File: src/rtl/seq_pkg.sv
// Shared codes and helpers for the tank move sequencer.
// Combinational helpers only, so there is no latency and no backpressure.
// Holds mode/direction codes, the FSM state enum, the slot enum and slot-search helpers.
package seq_pkg;

  localparam logic [3:0] MODE_IDLE = 4'b0000;
  localparam logic [3:0] MODE_T1   = 4'b0001;
  localparam logic [3:0] MODE_P1   = 4'b0011;
  localparam logic [3:0] MODE_T2   = 4'b0101;
  localparam logic [3:0] MODE_P2   = 4'b0111;

  localparam logic [7:0] DIR_UP    = 8'h00;
  localparam logic [7:0] DIR_DOWN  = 8'h01;
  localparam logic [7:0] DIR_LEFT  = 8'h03;
  localparam logic [7:0] DIR_RIGHT = 8'h07;

  typedef enum logic [1:0] {
    ST_IDLE        = 2'd0,
    ST_SLOT_PREP   = 2'd1,
    ST_SLOT_COMMIT = 2'd2,
    ST_DONE        = 2'd3
  } state_t;

  // Enum order is the service order within a frame.
  typedef enum logic [1:0] {
    SLOT_T1 = 2'd0,
    SLOT_P1 = 2'd1,
    SLOT_T2 = 2'd2,
    SLOT_P2 = 2'd3
  } slot_t;

  function automatic logic dir_valid(input logic [7:0] d);
    return (d == DIR_UP) || (d == DIR_DOWN) || (d == DIR_LEFT) || (d == DIR_RIGHT);
  endfunction

  function automatic logic [3:0] slot_mode(input logic [1:0] s);
    logic [3:0] m;
    case (s)
      2'd0:    m = MODE_T1;
      2'd1:    m = MODE_P1;
      2'd2:    m = MODE_T2;
      default: m = MODE_P2;
    endcase
    return m;
  endfunction

  // Lowest active slot at or after start_idx; bit 2 of the result flags "found".
  function automatic logic [2:0] next_slot(input logic [3:0] mask, input logic [2:0] start_idx);
    logic [2:0] r;
    r = 3'b000;
    for (int i = 3; i >= 0; i--) begin
      if (mask[i] && (3'(i) >= start_idx)) r = {1'b1, 2'(i)};
    end
    return r;
  endfunction

  function automatic logic [7:0] sel_dir(input logic [1:0] s, input logic [7:0] d0,
                                         input logic [7:0] d1, input logic [7:0] d2,
                                         input logic [7:0] d3);
    logic [7:0] d;
    case (s)
      2'd0:    d = d0;
      2'd1:    d = d1;
      2'd2:    d = d2;
      default: d = d3;
    endcase
    return d;
  endfunction

endpackage

File: src/rtl/move_sequencer_if.sv
// Request and storage-control bundle between the game logic and the move sequencer.
// Pure wiring, no latency; strobes are fire-and-forget, no ready/backpressure path.
// Wall-write signals exist only when SEQ_WALL_WRITE_EN is defined.
interface move_sequencer_if;
  logic       tick;
  logic       t1_move_valid;
  logic [7:0] t1_move_dir;
  logic       t1_fire;
  logic       t2_move_valid;
  logic [7:0] t2_move_dir;
  logic       t2_fire;
  logic [3:0] mode;
  logic       wren;
  logic       load_out;
  logic [7:0] data;
  logic       busy;
  logic       frame_done;
  logic       tick_overrun;
`ifdef SEQ_WALL_WRITE_EN
  logic       wall_wr_valid;
  logic [7:0] wall_addr;
  logic [7:0] wall_data;
  logic [7:0] address;

  modport master (
    output tick, t1_move_valid, t1_move_dir, t1_fire, t2_move_valid, t2_move_dir, t2_fire,
    output wall_wr_valid, wall_addr, wall_data,
    input  mode, wren, load_out, data, busy, frame_done, tick_overrun, address
  );
  modport slave (
    input  tick, t1_move_valid, t1_move_dir, t1_fire, t2_move_valid, t2_move_dir, t2_fire,
    input  wall_wr_valid, wall_addr, wall_data,
    output mode, wren, load_out, data, busy, frame_done, tick_overrun, address
  );
`else
  modport master (
    output tick, t1_move_valid, t1_move_dir, t1_fire, t2_move_valid, t2_move_dir, t2_fire,
    input  mode, wren, load_out, data, busy, frame_done, tick_overrun
  );
  modport slave (
    input  tick, t1_move_valid, t1_move_dir, t1_fire, t2_move_valid, t2_move_dir, t2_fire,
    output mode, wren, load_out, data, busy, frame_done, tick_overrun
  );
`endif
endinterface

File: src/rtl/req_latch.sv
// Sticky per-tank move/fire request holder, consumed by a frame-start snapshot.
// Requests are visible one cycle after their strobe; snapshot clears at the same edge.
// No backpressure: a later move overwrites the held direction, invalid codes are dropped.
module req_latch
  import seq_pkg::*;
(
  input  logic       clk,
  input  logic       reset,
  input  logic       i_move_vld,
  input  logic [7:0] i_move_dir,
  input  logic       i_fire,
  input  logic       i_snap,
  output logic       o_move_pend,
  output logic [7:0] o_move_dir,
  output logic       o_fire_pend
);

  logic       r_move_pend;
  logic [7:0] r_move_dir;
  logic       r_fire_pend;
  logic       w_move_ok;

  assign w_move_ok = i_move_vld && dir_valid(i_move_dir);

  // Clear on snapshot, but a strobe landing on the snapshot edge belongs to the next frame.
  always_ff @(posedge clk) begin
    if (reset) begin
      r_move_pend <= 1'b0;
      r_move_dir  <= DIR_UP;
      r_fire_pend <= 1'b0;
    end else begin
      if (i_snap) begin
        r_move_pend <= 1'b0;
        r_fire_pend <= 1'b0;
      end
      if (w_move_ok) begin
        r_move_pend <= 1'b1;
        r_move_dir  <= i_move_dir;
      end
      if (i_fire) r_fire_pend <= 1'b1;
    end
  end

  assign o_move_pend = r_move_pend;
  assign o_move_dir  = r_move_dir;
  assign o_fire_pend = r_fire_pend;

endmodule

File: src/rtl/move_sequencer.sv
// Per-tick frame sequencer: serves T1, P1, T2, P2 slots (PREP then COMMIT) into shared storage.
// First PREP appears the cycle after the tick; frame = 2 cycles per active slot + 1 DONE cycle.
// One tick is queued while busy, further ones are dropped with tick_overrun; SEQ_WALL_WRITE_EN adds wall writes.
module move_sequencer
  import seq_pkg::*;
#(
  parameter int PROJ_RANGE = 15
) (
  input logic             clk,
  input logic             reset,
  move_sequencer_if.slave bus
);

  localparam int CW = $clog2(PROJ_RANGE + 1);

  state_t         r_state;
  slot_t          r_slot;
  logic [3:0]     r_act;
  logic [7:0]     r_t1_mdir, r_t2_mdir;
  logic [7:0]     r_t1_dir, r_t2_dir, r_p1_dir, r_p2_dir;
  logic [CW-1:0]  r_p1_cnt, r_p2_cnt;
  logic           r_tick_pend;
  logic [3:0]     r_mode;
  logic           r_wren, r_load, r_busy, r_fdone, r_ovr;
  logic [7:0]     r_data;
`ifdef SEQ_WALL_WRITE_EN
  logic           r_wall_pend;
  logic [7:0]     r_wall_addr, r_wall_data, r_address;
`endif

  logic           w_t1_move_pend, w_t1_fire_pend, w_t2_move_pend, w_t2_fire_pend;
  logic [7:0]     w_t1_move_dir, w_t2_move_dir;
  logic           w_start, w_p1_load, w_p2_load;
  logic [3:0]     w_start_mask;
  logic [2:0]     w_first, w_next;
  logic [7:0]     w_first_dir, w_next_dir;

  req_latch u_t1_latch (
    .clk        (clk),
    .reset      (reset),
    .i_move_vld (bus.t1_move_valid),
    .i_move_dir (bus.t1_move_dir),
    .i_fire     (bus.t1_fire),
    .i_snap     (w_start),
    .o_move_pend(w_t1_move_pend),
    .o_move_dir (w_t1_move_dir),
    .o_fire_pend(w_t1_fire_pend)
  );

  req_latch u_t2_latch (
    .clk        (clk),
    .reset      (reset),
    .i_move_vld (bus.t2_move_valid),
    .i_move_dir (bus.t2_move_dir),
    .i_fire     (bus.t2_fire),
    .i_snap     (w_start),
    .o_move_pend(w_t2_move_pend),
    .o_move_dir (w_t2_move_dir),
    .o_fire_pend(w_t2_fire_pend)
  );

  // Frame-start decisions: a fire only arms an idle projectile, which is then active this frame.
  always_comb begin
    w_start      = (r_state == ST_IDLE) && (bus.tick || r_tick_pend);
    w_p1_load    = w_t1_fire_pend && (r_p1_cnt == '0);
    w_p2_load    = w_t2_fire_pend && (r_p2_cnt == '0);
    w_start_mask = {(r_p2_cnt != '0) || w_p2_load, w_t2_move_pend,
                    (r_p1_cnt != '0) || w_p1_load, w_t1_move_pend};
    w_first      = next_slot(w_start_mask, 3'd0);
    w_first_dir  = sel_dir(w_first[1:0], w_t1_move_dir, w_p1_load ? r_t1_dir : r_p1_dir,
                           w_t2_move_dir, w_p2_load ? r_t2_dir : r_p2_dir);
    w_next       = next_slot(r_act, 3'(r_slot) + 3'd1);
    w_next_dir   = sel_dir(w_next[1:0], r_t1_mdir, r_p1_dir, r_t2_mdir, r_p2_dir);
  end

  // Frame FSM with registered storage-control outputs, tick queueing and slot side effects.
  always_ff @(posedge clk) begin
    if (reset) begin
      r_state     <= ST_IDLE;
      r_slot      <= SLOT_T1;
      r_act       <= 4'b0000;
      r_t1_mdir   <= DIR_UP;
      r_t2_mdir   <= DIR_UP;
      r_t1_dir    <= DIR_DOWN;
      r_t2_dir    <= DIR_UP;
      r_p1_dir    <= DIR_DOWN;
      r_p2_dir    <= DIR_UP;
      r_p1_cnt    <= '0;
      r_p2_cnt    <= '0;
      r_tick_pend <= 1'b0;
      r_mode      <= MODE_IDLE;
      r_wren      <= 1'b0;
      r_load      <= 1'b0;
      r_data      <= 8'h00;
      r_busy      <= 1'b0;
      r_fdone     <= 1'b0;
      r_ovr       <= 1'b0;
`ifdef SEQ_WALL_WRITE_EN
      r_wall_pend <= 1'b0;
      r_wall_addr <= 8'h00;
      r_wall_data <= 8'h00;
      r_address   <= 8'h00;
`endif
    end else begin
      r_fdone <= 1'b0;
      r_ovr   <= 1'b0;

      // A tick met in IDLE starts the frame; if one was already queued, the new one stays queued.
      if (r_state == ST_IDLE) begin
        if (w_start) r_tick_pend <= bus.tick && r_tick_pend;
      end else if (bus.tick) begin
        if (r_tick_pend) r_ovr <= 1'b1;
        else             r_tick_pend <= 1'b1;
      end

      case (r_state)
        ST_IDLE: begin
          r_mode <= MODE_IDLE;
          r_wren <= 1'b0;
          r_load <= 1'b0;
          if (w_start) begin
            r_act     <= w_start_mask;
            r_t1_mdir <= w_t1_move_dir;
            r_t2_mdir <= w_t2_move_dir;
            r_busy    <= 1'b1;
            if (w_p1_load) begin
              r_p1_cnt <= CW'(PROJ_RANGE);
              r_p1_dir <= r_t1_dir;
            end
            if (w_p2_load) begin
              r_p2_cnt <= CW'(PROJ_RANGE);
              r_p2_dir <= r_t2_dir;
            end
            if (w_first[2]) begin
              r_state <= ST_SLOT_PREP;
              r_slot  <= slot_t'(w_first[1:0]);
              r_mode  <= slot_mode(w_first[1:0]);
              r_wren  <= 1'b1;
              r_load  <= 1'b1;
              r_data  <= w_first_dir;
            end else begin
              r_state <= ST_DONE;
              r_fdone <= 1'b1;
            end
          end
`ifdef SEQ_WALL_WRITE_EN
          else if (r_wall_pend) begin
            r_wren      <= 1'b1;
            r_address   <= r_wall_addr;
            r_data      <= r_wall_data;
            r_wall_pend <= 1'b0;
          end
`endif
        end
        ST_SLOT_PREP: begin
          r_state <= ST_SLOT_COMMIT;
          r_wren  <= 1'b0;
          r_load  <= 1'b0;
        end
        ST_SLOT_COMMIT: begin
          case (r_slot)
            SLOT_T1: r_t1_dir <= r_t1_mdir;
            SLOT_P1: if (r_p1_cnt != '0) r_p1_cnt <= r_p1_cnt - CW'(1);
            SLOT_T2: r_t2_dir <= r_t2_mdir;
            default: if (r_p2_cnt != '0) r_p2_cnt <= r_p2_cnt - CW'(1);
          endcase
          if (w_next[2]) begin
            r_state <= ST_SLOT_PREP;
            r_slot  <= slot_t'(w_next[1:0]);
            r_mode  <= slot_mode(w_next[1:0]);
            r_wren  <= 1'b1;
            r_load  <= 1'b1;
            r_data  <= w_next_dir;
          end else begin
            r_state <= ST_DONE;
            r_mode  <= MODE_IDLE;
            r_fdone <= 1'b1;
          end
        end
        default: begin
          r_state <= ST_IDLE;
          r_busy  <= 1'b0;
        end
      endcase

`ifdef SEQ_WALL_WRITE_EN
      // Capture last so a fresh wall request survives the cycle that drains the previous one.
      if (bus.wall_wr_valid) begin
        r_wall_pend <= 1'b1;
        r_wall_addr <= bus.wall_addr;
        r_wall_data <= bus.wall_data;
      end
`endif
    end
  end

  assign bus.mode         = r_mode;
  assign bus.wren         = r_wren;
  assign bus.load_out     = r_load;
  assign bus.data         = r_data;
  assign bus.busy         = r_busy;
  assign bus.frame_done   = r_fdone;
  assign bus.tick_overrun = r_ovr;
`ifdef SEQ_WALL_WRITE_EN
  assign bus.address      = r_address;
`endif

endmodule

File: src/flat_wrapper.sv
// flat-port wrapper written by rule: the top's interface ports become plain ports
module move_sequencer_flat import seq_pkg::*;
#(
  parameter int PROJ_RANGE = 15
)
  (clk, reset, bus_tick, bus_t1_move_valid, bus_t1_move_dir, bus_t1_fire, bus_t2_move_valid, bus_t2_move_dir, bus_t2_fire, bus_mode, bus_wren, bus_load_out, bus_data, bus_busy, bus_frame_done, bus_tick_overrun);
  move_sequencer_if bus_i ();
  input logic clk;
  input logic reset;
  input wire logic [$bits(bus_i.tick)-1:0] bus_tick;
  input wire logic [$bits(bus_i.t1_move_valid)-1:0] bus_t1_move_valid;
  input wire logic [$bits(bus_i.t1_move_dir)-1:0] bus_t1_move_dir;
  input wire logic [$bits(bus_i.t1_fire)-1:0] bus_t1_fire;
  input wire logic [$bits(bus_i.t2_move_valid)-1:0] bus_t2_move_valid;
  input wire logic [$bits(bus_i.t2_move_dir)-1:0] bus_t2_move_dir;
  input wire logic [$bits(bus_i.t2_fire)-1:0] bus_t2_fire;
  output wire logic [$bits(bus_i.mode)-1:0] bus_mode;
  output wire logic [$bits(bus_i.wren)-1:0] bus_wren;
  output wire logic [$bits(bus_i.load_out)-1:0] bus_load_out;
  output wire logic [$bits(bus_i.data)-1:0] bus_data;
  output wire logic [$bits(bus_i.busy)-1:0] bus_busy;
  output wire logic [$bits(bus_i.frame_done)-1:0] bus_frame_done;
  output wire logic [$bits(bus_i.tick_overrun)-1:0] bus_tick_overrun;
  assign bus_i.tick = bus_tick;
  assign bus_i.t1_move_valid = bus_t1_move_valid;
  assign bus_i.t1_move_dir = bus_t1_move_dir;
  assign bus_i.t1_fire = bus_t1_fire;
  assign bus_i.t2_move_valid = bus_t2_move_valid;
  assign bus_i.t2_move_dir = bus_t2_move_dir;
  assign bus_i.t2_fire = bus_t2_fire;
  assign bus_mode = bus_i.mode;
  assign bus_wren = bus_i.wren;
  assign bus_load_out = bus_i.load_out;
  assign bus_data = bus_i.data;
  assign bus_busy = bus_i.busy;
  assign bus_frame_done = bus_i.frame_done;
  assign bus_tick_overrun = bus_i.tick_overrun;
  move_sequencer #(.PROJ_RANGE(PROJ_RANGE)) u_core (.clk(clk), .reset(reset), .bus(bus_i));
endmodule
File: config.mk
export PLATFORM = sky130hd
export DESIGN_NAME = move_sequencer_flat
export DESIGN_NICKNAME = d
export VERILOG_FILES = /design/src/rtl/seq_pkg.sv /design/src/rtl/move_sequencer_if.sv /design/src/rtl/req_latch.sv /design/src/rtl/move_sequencer.sv /design/src/flat_wrapper.sv
export SDC_FILE = /design/constraint.sdc
export NUM_CORES = 1
export LEC_CHECK = 0
export BUFFER_PORTS_ARGS = -buffer_cell sky130_fd_sc_hd__buf_2
export CAP_MARGIN = 10
export CORE_MARGIN = 5
export CORE_UTILIZATION = 45
export CTS_CLUSTER_DIAMETER = 60
export CTS_CLUSTER_SIZE = 25
export DETAILED_ROUTE_END_ITERATION = 8
export GPL_ROUTABILITY_DRIVEN = 0
export SYNTH_ARGS = -nofsm -noshare
export SYNTH_HDL_FRONTEND = slang
export SYNTH_SLANG_ARGS = --single-unit
File: constraint.sdc
create_clock -name clk -period 2.5 [get_ports clk]
set_clock_uncertainty 0.05 [all_clocks]
set_input_delay 0.5 -clock clk [delete_from_list [all_inputs] [get_ports clk]]
set_output_delay 0.5 -clock clk [all_outputs]
set_load 0.005 [all_outputs]
==> metrics.cfg <==
[final_layout]
n_antenna_cell = 0
layout_commonest_cell = dfxtp_1
layout_common_cells = dfxtp_1, nand2_1, nor2_1
n_fill_cell = 1006
multiInputGateArea_sq_um = 2600
layout-drive-gt1-share_pct = 16.4
area_delta_synth_final_pct = 12.8
fin_nets = 641
seq_area_sq_um = 1980
stdcell_count = 751

[sta]
setup_viol = 0
timing.final.crit_share_pct = 91.7
relSlewSlack_pct = 42.6
layout_min_cycle_time_ns = 2.29
finalHoldViolCount = 0
setup_slack_ns = 0.207
rsz0062_at_grt = no
final.setup.tns_ns = 0
max_freq_mhz = 436
slew_viol_final = 0
max_slew.worst_pin.slew_ns = 0.859

[placement]
dp_slack_ns = 0.262
detailed_place_hpwl_mm = 9.71
dp.cells = 735
port_buffers = 38

[clocking]
clockBufferDepth = 2
numCtsBuffers = 9
clk_latency_ns = 0.39
clkSinkCount = 99
cts.clk_slew.worst_paths_ns = 0.09
postCtsResizedCells = 0
postCtsSetupBuffers = 0
hold_buffers = 0
cts_tree = done
cts_root_buf = clkbuf_8
cts.htree.levels = 3

[worst_setup_path]
critPathKind = flop to flop
cp_slowest_cell = a21oi_4
endpoint_kind = flop
cp_max_fo = 15
cp_top_family = simple AND/OR/NAND/NOR gates
cp_cell_sequence = nor2_1, or2_2, and3_1, a21oi_4, nor2_1, a311oi_2
crit_required_ns = 2.75
critPathMostFrequentCell = nor2_1
critPathBufInv = 0
critical_path_arrival_ns = 2.54
cp-start-kind = flop
max_stage_delay_ns = 0.51

[grt]
grt_util_all_layers_pct = 20.7
grt_pass1_vias = 3993
antenna_found_initial = 0
grt_max_degree = 54
grt_overflow = 0
grt_pass1_wl_mm = 21.0

[die]
core-area_sq_um = 10400
pin_count = 40
initial_core_util_pct = 46.3
fp-row-count = 37
die_w_um = 113
die_y_um = 113
die-area_sq_um = 12800

[synthesis]
synth.area.top_cells = dfxtp_1, mux2i_1, a21oi_1
synthArstFlopShare_pct = 0
syn_area_sq_um = 4800
synth.distinct_cells = 54
syn_inst = 571
yosysTopAreaCell = dfxtp_1
synth_seq_area_share_pct = 41.3
synthAdderAreaFrac_pct = 2.08
avgSynthCellArea_sq_um = 8.41
synth_compound_area_share_pct = 22.0
ys_ff_latch = 99
synthXorXnorAreaFrac_pct = 0.729
synth_top_area_share_pct = 41.3
syn-num-nets = 602
muxShareOfSynthArea_pct = 6.46
yosys.area_share.simple_pct = 22.7
yosysWarnings = 0
synth_top_family_by_area = simple AND/OR/NAND/NOR gates
synth_edf_count = 0
synthFlopType = dfxtp_1

[routing]
drt_iter0_markers = 248
dr.pass1.iters = 5
routed.top_layer = met4
vias = 4270
viasPerCell = 5.69
wl_mm = 13.0
dr_wl_met2_mm = 5.60
wl_per_cell_um = 17.3
ant_nets = 0
wl_met1_mm = 6.31
post-route-drc-count = 0
wl_met3_um = 878

[pwr]
pwr_density_cell_nw_per_um2 = 1090
ir_worst_vdd_uv = 607
p_leak_nw = 2.11

[run]
drv_cap = 0

[min_path]
hp-class = primary input to flop

[status]
run_status = finished clean

-- worst reg2reg max path, stage by stage (launching register included) --
cell	delay, ns
dfxtp_1	0.49
nor2_1	0.11
or2_2	0.38
and3_1	0.31
a21oi_4	0.51
nor2_1	0.12
a311oi_2	0.25
-- Yosys cell counts, types with 3 or more instances --
cell type and count:
a211oi_1 23, dfxtp_1 99, nor3_1 7, nand3_1 16, a21oi_1 55, a31oi_1 11, ha_1 8, and2_1 12
o21a_1 7, and3_1 6, mux2i_1 31, buf_2 4, nor2b_1 11, o31ai_1 8, inv_1 15, o21ai_0 21
o32ai_2 5, a211o_1 4, o22ai_1 5, nor3b_1 10, nor2_1 67, a311oi_2 3, clkbuf_1 26, nor4_1 4
a211oi_2 3, nand2_1 70
-- cell type report --
type	instances	share of cell area (%)
clock inverters	5	1.11
well taps	136	3.14
repair buffers	65	7.25
inverters	15	1.04
clock buffers	11	2.80
multi-input cells	420	48.1
flip-flops and latches	99	36.6
-- through the flow --
| stage | instance area [sq um] | hold WS [ns] | total power [mW] | util, % |
|---|---|---|---|---|
| after floorplan | 4800 | 0.386 | 3.97 | - |
| after global placement | 5200 | 0.408 | 4.75 | 50.2 |
| after detailed placement | 5200 | 0.414 | 4.79 | 50.2 |
| after CTS | 5420 | 0.264 | 5.89 | 52.2 |
| after global routing | 5420 | 0.311 | 6.28 | 52.2 |
| final | 5420 | 0.275 | 5.88 | 52.2 |
-- kinds of logic after synthesis --
| logic type | Yosys count |
|---|---|
| adders and majority gates | 8 |
| AOI/OAI and AO/OA | 155 |
| xor gates and xnor gates | 4 |
| and+or+nand+nor | 221 |
| DFF | 99 |
| buffers and inverters | 52 |
| other | 1 |
| muxes | 31 |
-- state kept, by name, summed over array words and instances (netlist names), 2 cells and up --
name / cells
u_core.r_slot: 2
u_core.r_t1_dir: 8
u_core.u_t2_latch.o_move_dir: 8
u_core.r_t2_dir: 8
u_core.r_p2_dir: 8
u_core.r_act: 3
u_core.r_p2_cnt: 4
u_core.bus.data: 8
u_core.r_p1_cnt: 4
u_core.r_t1_mdir: 8
u_core.r_t2_mdir: 8
u_core.bus.mode: 3
u_core.r_state: 2
u_core.u_t1_latch.o_move_dir: 8
u_core.r_p1_dir: 8
-- power by group --
group	total (mW)	internal, mW	switching [mW]
Sequential	2.06	1.83	0.222
Clock	1.10	0.521	0.579
Combinational	2.73	1.10	1.63
-- path summary, 6_finish.rpt --
check                                                     start                            end  slack (ns)  cells after the start
worst max-delay path                            u_core.r_act[3]             u_core.bus.data[5]        0.21                      6
worst min-delay path                                bus_t1_fire  u_core.u_t1_latch.o_fire_pend        0.27                      3
worst max register to register                  u_core.r_act[3]             u_core.bus.data[5]        0.21                      6
worst min register to register  u_core.u_t1_latch.o_move_dir[5]            u_core.r_t1_mdir[5]        0.42                      2
-- layer usage --
layer	vias to the layer above	global-route usage (%)
li1	2111	-
met1	1991	29.4
met2	148	31.2
met3	20	3.37
met4	0	8.33
met5	-	0
Note: power is estimated with default switching activity, not from simulation.
